File: config.mk
export PLATFORM = sky130hd
export DESIGN_NAME = dec_ctrl_16bit
export DESIGN_NICKNAME = d
export VERILOG_FILES = /design/src/rtl/dec_pkg.sv /design/src/rtl/dec_mat_multiplier_16bit.sv /design/src/rtl/dec_syndrome_locator.sv /design/src/rtl/dec_ctrl_16bit.sv
export SDC_FILE = /design/constraint.sdc
export NUM_CORES = 1
export LEC_CHECK = 0
export ABC_AREA = 0
export CAP_MARGIN = 20
export CORE_UTILIZATION = 54
export DETAILED_ROUTE_END_ITERATION = 7
export PLACE_DENSITY = 0.87
export SYNTH_ARGS = -nofsm -noshare
export SYNTH_HDL_FRONTEND = slang
export SYNTH_SLANG_ARGS = --single-unit
File: constraint.sdc
create_clock -name clk -period 4.31 [get_ports clk]
set_input_delay 0.862 -clock clk [delete_from_list [all_inputs] [get_ports clk]]
set_output_delay 0.862 -clock clk [all_outputs]
set_load 0.02 [all_outputs]
File: src/rtl/dec_pkg.sv
// ---------------------------------------------------------------------------
// dec_pkg : shared widths, enums and parity-check matrix for the SECDED path.
// Rev 1.0
// ---------------------------------------------------------------------------
`default_nettype none

package dec_pkg;

  localparam int CW_W   = 16;
  localparam int DATA_W = 11;
  localparam int SYN_W  = 5;
  localparam int CNT_W  = 16;

  typedef enum logic [1:0] {
    ST_IDLE = 2'd0,
    ST_CALC = 2'd1,
    ST_CORR = 2'd2,
    ST_OUT  = 2'd3
  } dec_state_t;

  typedef enum logic [1:0] {
    DEC_CLEAN  = 2'b00,
    DEC_SINGLE = 2'b01,
    DEC_DOUBLE = 2'b10
  } dec_status_t;

  // Row r selects the codeword bits whose locator code has bit r set; row 4 is overall parity.
  localparam logic [SYN_W-1:0][CW_W-1:0] H_ROWS = {
    16'hFFFF, 16'hFE08, 16'hF1C4, 16'hCDA2, 16'hAB61
  };

endpackage

`default_nettype wire

File: src/rtl/dec_mat_multiplier_16bit.sv
// ---------------------------------------------------------------------------
// dec_mat_multiplier_16bit : GF(2) product of the parity-check matrix and a codeword.
// Rev 1.0
// ---------------------------------------------------------------------------
`default_nettype none

module dec_mat_multiplier_16bit
  import dec_pkg::*;
(
  input  logic [CW_W-1:0]  cw_i,
  output logic [SYN_W-1:0] syn_o
);

  generate
    for (genvar r = 0; r < SYN_W; r++) begin : g_row
      assign syn_o[r] = ^(cw_i & H_ROWS[r]);
    end
  endgenerate

endmodule

`default_nettype wire

File: src/rtl/dec_syndrome_locator.sv
// ---------------------------------------------------------------------------
// dec_syndrome_locator : classifies a syndrome and maps it to the failing bit index.
// Rev 1.0
// ---------------------------------------------------------------------------
`default_nettype none

module dec_syndrome_locator
  import dec_pkg::*;
(
  input  logic [SYN_W-1:0] syn_i,
  output logic [1:0]       status_o,
  output logic [3:0]       pos_o
);

  logic [3:0] w_loc;

  always_comb begin
    w_loc = 4'd0;
    case (syn_i[3:0])
      4'b0000: w_loc = 4'd4;
      4'b0001: w_loc = 4'd0;
      4'b0010: w_loc = 4'd1;
      4'b0100: w_loc = 4'd2;
      4'b1000: w_loc = 4'd3;
      4'b0011: w_loc = 4'd5;
      4'b0101: w_loc = 4'd6;
      4'b0110: w_loc = 4'd7;
      4'b0111: w_loc = 4'd8;
      4'b1001: w_loc = 4'd9;
      4'b1010: w_loc = 4'd10;
      4'b1011: w_loc = 4'd11;
      4'b1100: w_loc = 4'd12;
      4'b1101: w_loc = 4'd13;
      4'b1110: w_loc = 4'd14;
      default: w_loc = 4'd15;
    endcase
  end

  // Overall-parity failure means an odd number of flips, taken as a single error.
  always_comb begin
    status_o = DEC_CLEAN;
    pos_o    = 4'd0;
    if (syn_i[4]) begin
      status_o = DEC_SINGLE;
      pos_o    = w_loc;
    end else if (syn_i[3:0] != 4'd0) begin
      status_o = DEC_DOUBLE;
    end
  end

endmodule

`default_nettype wire

File: src/rtl/dec_ctrl_16bit.sv
// ---------------------------------------------------------------------------
// dec_ctrl_16bit : SECDED decode sequencer (IDLE/CALC/CORR/OUT) with handshakes.
// Optional error counters built when DEC_ERR_COUNTERS_EN is defined.  Rev 1.0
// ---------------------------------------------------------------------------
`default_nettype none

module dec_ctrl_16bit
  import dec_pkg::*;
(
  input  logic              clk,
  input  logic              rst,
  input  logic              in_valid,
  output logic              in_ready,
  input  logic [CW_W-1:0]   in_codeword,
  output logic              out_valid,
  input  logic              out_ready,
  output logic [CW_W-1:0]   out_codeword,
  output logic [DATA_W-1:0] out_data,
  output logic [1:0]        out_status,
  output logic [3:0]        out_err_pos
`ifdef DEC_ERR_COUNTERS_EN
  ,
  input  logic              cnt_clr,
  output logic [CNT_W-1:0]  cnt_single,
  output logic [CNT_W-1:0]  cnt_double
`endif
);

  dec_state_t       state_q, state_d;
  logic [CW_W-1:0]  cw_q;
  logic [SYN_W-1:0] syn_q;
  logic [CW_W-1:0]  out_cw_q;
  logic [1:0]       out_status_q;
  logic [3:0]       out_pos_q;

  logic [SYN_W-1:0] w_syn;
  logic [1:0]       w_status;
  logic [3:0]       w_pos;
  logic [CW_W-1:0]  w_corr_cw;
  logic             w_cap_en;
  logic             w_syn_en;
  logic             w_corr_en;

  dec_mat_multiplier_16bit u_mult (
    .cw_i  (cw_q),
    .syn_o (w_syn)
  );

  dec_syndrome_locator u_loc (
    .syn_i    (syn_q),
    .status_o (w_status),
    .pos_o    (w_pos)
  );

  assign w_corr_cw = (w_status == DEC_SINGLE) ? (cw_q ^ (CW_W'(1) << w_pos)) : cw_q;

  always_ff @(posedge clk) begin
    if (rst) state_q <= ST_IDLE;
    else     state_q <= state_d;
  end

  always_comb begin
    state_d = state_q;
    case (state_q)
      ST_IDLE: if (in_valid) state_d = ST_CALC;
      ST_CALC: state_d = ST_CORR;
      ST_CORR: state_d = ST_OUT;
      ST_OUT:  if (out_ready) state_d = ST_IDLE;
      default: state_d = ST_IDLE;
    endcase
  end

  // in_ready is masked by rst so the producer never sees it high during reset.
  always_comb begin
    in_ready  = (state_q == ST_IDLE) && !rst;
    out_valid = (state_q == ST_OUT);
    w_cap_en  = (state_q == ST_IDLE) && in_valid;
    w_syn_en  = (state_q == ST_CALC);
    w_corr_en = (state_q == ST_CORR);
  end

  always_ff @(posedge clk) begin
    if (rst) begin
      cw_q         <= '0;
      syn_q        <= '0;
      out_cw_q     <= '0;
      out_status_q <= DEC_CLEAN;
      out_pos_q    <= '0;
    end else begin
      if (w_cap_en) cw_q  <= in_codeword;
      if (w_syn_en) syn_q <= w_syn;
      if (w_corr_en) begin
        out_cw_q     <= w_corr_cw;
        out_status_q <= w_status;
        out_pos_q    <= w_pos;
      end
    end
  end

  assign out_codeword = out_cw_q;
  assign out_data     = out_cw_q[CW_W-1:CW_W-DATA_W];
  assign out_status   = out_status_q;
  assign out_err_pos  = out_pos_q;

`ifdef DEC_ERR_COUNTERS_EN
  logic [CNT_W-1:0] cnt_single_q;
  logic [CNT_W-1:0] cnt_double_q;

  // A clear wins over a same-cycle increment; the increment is dropped.
  always_ff @(posedge clk) begin
    if (rst || cnt_clr) begin
      cnt_single_q <= '0;
      cnt_double_q <= '0;
    end else if (w_corr_en) begin
      if (w_status == DEC_SINGLE && cnt_single_q != '1) cnt_single_q <= cnt_single_q + 1'b1;
      if (w_status == DEC_DOUBLE && cnt_double_q != '1) cnt_double_q <= cnt_double_q + 1'b1;
    end
  end

  assign cnt_single = cnt_single_q;
  assign cnt_double = cnt_double_q;
`endif

endmodule

`default_nettype wire

-- Yosys cells after proc, flatten, opt, wreduce, memory -nomap -nowiden
Memories as Yosys holds them, arrays and structs flattened. A register that Yosys moved wholly into a read port is not among the register bits.
Cells that the tools add are included.
- logic and storage cells: 35
- memories kept: 1
- memory bits (read-only): 64
- register bits after elaboration: 45
- equality and inequality tests: 6
- shift-type cells: 1
- bitwise logic cells: 1
- multiplexer cells: 9
- reductions and logical operators: 11
- memories (name ; depth ; width ; rd ports ; clocked after Yosys merged registers in ; wr ports ; line ; RTL):
    (name not given) ; 16 ; 4 ; 1 ; 1 ; 0 ; dec_syndrome_locator.sv:19 ; case (syn_i[3:0])
- operators by type and width (operator ; number):
    $reduce_xor 16->1 ; 5
    $mux 16 ; 1
    $shl 1x4->16 const A ; 1
    $xor 16x16->16 ; 1
    $mux 4 ; 3
    $mux 2 ; 4
    $pmux 2 s4 ; 1
    $eq 2x1->1 const B ; 2
    $eq 2x2->1 const B ; 2
    $reduce_bool 4->1 ; 1
    $logic_and 1x1->1 ; 2
    $logic_not 2->1 ; 1
    $ne 2x1->1 const B ; 1
    $ne 2x2->1 const B ; 1
    $reduce_and 2->1 ; 1
    $logic_not 1->1 ; 1

-- Logic depth before layout (Yosys ltp)
Gate-level depths: netlist of the first run.
- word-level depth: 5
- mapped depth: 10
- gate-level depth less buffers: 9

-- Cells and area by module
From an unflattened synthesis of the first run, not the netlist that was laid out.
- cell total of the unflattened synthesis: 280
- area total of the unflattened synthesis: 2476.1 um^2
- by module, submodules not included (module ; sequential area each (um^2) ; times used ; area each (um^2) ; cells an instance):
    dec_ctrl_16bit ; 900.9 ; 1 ; 1955.6 ; 229
    dec_mat_multiplier_16bit ; 0.0 ; 1 ; 282.8 ; 22
    dec_syndrome_locator ; 0.0 ; 1 ; 237.7 ; 29

-- Worst setup path after synthesis of the first run
No wires, ideal clock.
- path type: in2out
- start point: input rst
- end point: output in_ready
- stages on the path: 3
- data required time: 3.448 ns
- arrival: 1.624 ns
- slack: 1.824 ns
- cell sequence: clkbuf_1 -> buf_1 -> nor2_1
- longest elaborated chain between the ends: 2
- ends and longest elaborated chain (what ; line ; RTL):
    from (decl) ; dec_ctrl_16bit.sv:11 ; input logic rst,
    $logic_not 1->1 ; dec_ctrl_16bit.sv:75 ; in_ready = (state_q == ST_IDLE) && !rst;
    $logic_and 1x1->1 ; dec_ctrl_16bit.sv:75 ;
    to (decl) ; dec_ctrl_16bit.sv:13 ; output logic in_ready,
Every way passes these cells.

-- Worst setup path after layout of the first run
Ends and elaborated chain as after synthesis.

==> results of run 1 <==
## layout by cell type (no fill, tap or decap), types with 6 or more instances in the layout
cell and instances:
xnor2_1 32, or3_1 6, nor2_1 30, a311oi_1 6, nand2_1 43, ha_1 10
o21ai_0 6, a211oi_1 15, inv_1 9, clkdlybuf4s50_1 54, a21oi_1 24, nor3_1 7
nand3_1 8, dfxtp_1 49
## how the worst min path moves through the flow
stage	start	to	slack, ps	cells past startpoint
after global placement	out_err_pos[3]$_SDFFE_PP0P_	out_err_pos[3]$_SDFFE_PP0P_	460	2
after CTS	out_err_pos[0]$_SDFFE_PP0P_	out_err_pos[0]$_SDFFE_PP0P_	470	2
final	out_err_pos[0]$_SDFFE_PP0P_	out_err_pos[0]$_SDFFE_PP0P_	470	2
after detailed placement	out_err_pos[0]$_SDFFE_PP0P_	out_err_pos[0]$_SDFFE_PP0P_	460	2
after global routing	out_err_pos[1]$_SDFFE_PP0P_	out_err_pos[1]$_SDFFE_PP0P_	500	2
after floorplan	cw_q[3]$_SDFFE_PP0P_	cw_q[3]$_SDFFE_PP0P_	470	2
## final cells by class
type	instances	share of cell area
clock buffers	5	0.0225
clock inverters	1	0.00164
repair buffers	56	0.182
flip-flops and latches	49	0.321
inverters	9	0.0111
multi-input cells	212	0.440
well taps	52	0.0213
## per-layer routing
metal	routed length, um	up-vias	global-route usage	share of wire
li1	-	1060	-	-
met1	2260	957	0.266	0.44
met2	2520	66	0.370	0.49
met3	220	12	0.0390	0.043
met4	123	0	0.0933	0.024
met5	0	-	0	0
## synth_stat cells
library cell / n
dfxtp_1: 49
nand2_1: 43
xnor2_1: 32
nor2_1: 30
a21oi_1: 24
a211oi_1: 15
clkbuf_1: 15
buf_4: 11
ha_1: 10
inv_1: 9
nand3_1: 8
nor3_1: 7
a311oi_1: 6
o21ai_0: 6
or3_1: 6
xor2_1: 5
buf_1: 4
mux2i_1: 3
a211oi_4: 2
nand3b_1: 2
nor4_1: 2
a211oi_2: 1
a22oi_2: 1
and2_1: 1
nand2b_1: 1
nand4_1: 1
nor2b_1: 1
o21a_1: 1
o22a_1: 1
o22ai_1: 1
or2_2: 1
xnor2_2: 1
## where the power goes
part	switching, W	leakage (nW)	internal (W)	total [W]
Clock	0.000144	0.0399	0.000107	0.000251
Sequential	0.000153	0.401	0.000578	0.000730
Combinational	0.000553	0.566	0.000461	0.00101
## registers in the layout, summed over array words and instances, names as in the netlist
register and cells:
out_codeword 16, cw_q 16, out_err_pos 4, u_loc.w_loc 4, state_q 2, syn_q 5, out_status 2
## through the flow
stage / total power [W] / area, um^2 / instances / hold slack, ps
finish: 0.00200 / 3050 / 384 / 467
detailed placement: 0.00175 / 2980 / 378 / 456
CTS: 0.00200 / 3050 / 384 / 468
global placement: 0.00172 / 2980 / 378 / 461
global route: 0.00213 / 3050 / 384 / 500
floorplan: 0.00149 / 2510 / 300 / 467
## logic make-up (layout without fill, tap and decap cells)
kind of cell,count (synthesis),in the layout,share of synthesized area
AND/OR/NAND/NOR,103,103,0.177
AO/OA/AOI/OAI,58,58,0.160
flip-flops,49,49,0.390
buffers and inverters,39,71,0.0747
XOR/XNOR,38,38,0.135
adder cells (fa/ha/maj),10,10,0.0498
multiplexers,3,3,0.0120
## worst max-delay path, stage by stage
cell and delay [ps]:
clkdlybuf4s50_1 470, nor2_1 120, clkdlybuf4s50_1 610
==> impl_metrics.toml, run 1 <==
[cells_and_area]
utilization = 0.692
drive_gt1_frac = 0.0422
multi_input_area_um2 = 1340
n_fill_cell = 360
antennaDiodeCount = 0
nets = 363
area.growth.synth_to_final_pct = 21.5
regArea_um2 = 981

[routing]
num_vias = 2095
viasPerCell = 5.46
drtIter0Drc = 137
wl_per_cell_um = 13.3
drt_wl_total_um = 5130
ant_nets = 0
dr.pass1.iters = 4
route.detailed.drc = 0

[placement]
dp_hpwl_um = 3900
place_congestion = 0.864
io_buffers = 54
pre_cts_ws_ps = 1310

[timing]
max-slew-margin-rel = 0.622
worst_slack_ps = 1380
fin_crit_ps = 2930
rsz0062_at_grt = "no"
fin_worst_skew_ps = 10.1
hold_viol = 0
finalCritPeriodShare = 0.679
worst_slew_pin_slew_ps = 564
finalSetupTns_ps = 0
slew_violations = 0
fmaxAchievable_mhz = 341
setup_viol = 0

[critical_path]
start_kind = "input pin"
rr_endpoint = "u_loc.w_loc[2]$_DFF_P_"
critPathArrivalTime_ps = 2070
rrSetupSlack_ps = 1840
crit_end = "in_ready"
cp_max_fo = 2
critical_path.startpoint = "rst"
worstSetupPathType = "input pin to output port"
cp.required_ps = 3450
r2r_start = "state_q[1]$_SDFFE_PP0P_"
r2r_cells = 8
worst_setup_path_end_kind = "output port"

[global_routing]
grt_pass1_vias = 1849
grt_pass1_wl_um = 8350
grt_usage = 0.216
grt_max_degree = 48
overflow = 0
antenna_found_initial = 0

[logic_synthesis]
synthesis.instances = 300
synth.area.top_cells = "dfxtp_1 (39%), xnor2_1 (11%), nand2_1 (6.4%)"
syn_area_per_cell_um2 = 8.37
synth_largest_area_cell = "dfxtp_1"
syn-cell-area_um2 = 2510
ys_ff_latch = 49
synth_nets = 330
ys_seq_area_frac = 0.390
ys_types = 32
synth_top_area_frac = 0.390
yosysWarningCount = 0

[status]
status = "complete, no violations"

[cts]
postCtsSetupBuffers = 0
cts_tree = "done"
cts_resized = 0
clk_pin_slew_ps = 80
cts.hold.buffers_added = 0
clockRootBuffer = "clkbuf_8"
clock_path_buffers = 2
cts.sinks = 49
clock_latency_ps = 310
cts-buffers-inserted = 5
htreeDepth = 2

[floorplanning]
chipWidth_um = 70.2
dieArea_um2 = 4930
start_util = 0.569
die_h_um = 70.2
ioPinCount = 55
core-area_um2 = 4410
rows = 24

[pwr]
irDropWorstVdd_v = 0.000354
power_density_nw_per_um2 = 654
p_leak_nw = 1.01

[hold_path]
hold_path_class = "register to register"

[run]
maxCapViolations = 0
(Power assumes the default switching activity.)
==> inputs of run 2 (changes only) <==
Settings changed: CORE_UTILIZATION 54 to 46, PLACE_DENSITY 0.87 to 0.8.
Clock period 4.31 ns to 2.45 ns, I/O delays scaled along.
==> impl_metrics.toml, run 2 (synthesis results as in run 1) <==
[critical_path]
cp.required_ps = 1960
worstSetupPathType = "register to output port"
worst_setup_path_end_kind = "output port"
critPathArrivalTime_ps = 1720
cp_max_fo = 4
start_kind = "register"

[status]
status = "complete, no violations"

[cts]
htreeDepth = 2
postCtsSetupBuffers = 0
clk_pin_slew_ps = 80
cts.hold.buffers_added = 0
clock_latency_ps = 300
cts.sinks = 49
cts_tree = "done"
clockRootBuffer = "clkbuf_8"
cts_resized = 0
clock_path_buffers = 2
cts-buffers-inserted = 5

[floorplanning]
rows = 26
chipWidth_um = 75.9
dieArea_um2 = 5760
core-area_um2 = 5170
start_util = 0.486
ioPinCount = 55
die_h_um = 75.9

[global_routing]
grt_usage = 0.197
overflow = 0
antenna_found_initial = 0
grt_pass1_vias = 1885
grt_max_degree = 25
grt_pass1_wl_um = 9160

[routing]
viasPerCell = 5.12
num_vias = 2100
drtIter0Drc = 180
wl_per_cell_um = 13.3
route.detailed.drc = 0
dr.pass1.iters = 4
ant_nets = 0
drt_wl_total_um = 5450

[timing]
finalSetupTns_ps = 0
rsz0062_at_grt = "no"
hold_viol = 0
holdWs_ps = 471
slew_violations = 0
max-slew-margin-rel = 0.651
fin_worst_skew_ps = 3.73
fin_crit_ps = 2210
setup_viol = 0
worst_slack_ps = 238
fmaxAchievable_mhz = 452
finalCritPeriodShare = 0.903
worst_slew_pin_slew_ps = 523

[placement]
pre_cts_ws_ps = 279
place_congestion = 0.862
io_buffers = 54
dp_hpwl_um = 4070
dpl_cell_area_um2 = 3040

[pwr]
p_leak_nw = 1.06
power_density_nw_per_um2 = 1180
irDropWorstVdd_v = 0.000636
fin_total_pwr_w = 0.00374

[cells_and_area]
mostFrequentLayoutCells = "clkdlybuf4s50_1 (53), dfxtp_1 (49), nand2_1 (43)"
nets = 369
final_common_cell = "clkdlybuf4s50_1"
antennaDiodeCount = 0
drive_gt1_frac = 0.0647
fin_area_um2 = 3160
area.growth.synth_to_final_pct = 25.7

[run]
maxCapViolations = 0

[hold_path]
hold_path_class = "register to register"
-- run 2: cell types whose count changed in the layout (fill, tap and decap cells not counted), sizes merged --
cell	change
clkinv	-1
bufinv	+1
clkdlybuf4s50	-1
clkbuf	+2
buf	+7
-- run 2: power breakdown --
group / internal [W] / total [W] / switching (W)
logic: 0.000849 / 0.00186 / 0.00102
registers: 0.00102 / 0.00128 / 0.000263
clock network: 0.000333 / 0.000593 / 0.000260
-- run 2: critical path, stage by stage, from the launching register on --
cell	delay, ps
dfxtp_1	340
inv_1	120
ha_1	200
inv_1	60
nor2_1	100
clkdlybuf4s50_1	600
-- run 2: layout make-up --
| class | instances | area (um^2) |
|---|---|---|
| timing repair buffer | 62 | 596 |
| inverter | 9 | 33.8 |
| fill | 445 | 2010 |
| sequential | 49 | 981 |
| clock inverter | 1 | 30.0 |
| multi-input combinational | 212 | 1340 |
| clock buffer | 7 | 86.3 |
| tap | 70 | 87.6 |
-- run 2: metal layers --
layer,up-vias,share of wire,GRT usage
li1,1075,-,-
met1,937,0.49,0.275
met2,78,0.45,0.306
met3,10,0.047,0.0301
met4,0,0.014,0.0731
met5,-,0,0
-- run 2: worst paths after layout --
path	endpoint	depth (start not counted)	slack (ps)	from
max	in_ready	5	240	state_q[0]$_SDFFE_PP0P_
min	out_err_pos[0]$_SDFFE_PP0P_	2	470	out_err_pos[0]$_SDFFE_PP0P_
max reg2reg	u_loc.w_loc[2]$_DFF_P_	8	250	cw_q[8]$_SDFFE_PP0P_
min reg2reg	out_err_pos[0]$_SDFFE_PP0P_	2	470	out_err_pos[0]$_SDFFE_PP0P_
-- run 2: stage by stage --
step,util,std cells
2_1_floorplan,-,300
3_3_place_gp,0.588,402
3_5_place_dp,0.588,402
4_1_cts,0.611,410
5_1_grt,0.611,410
6_report,0.611,410
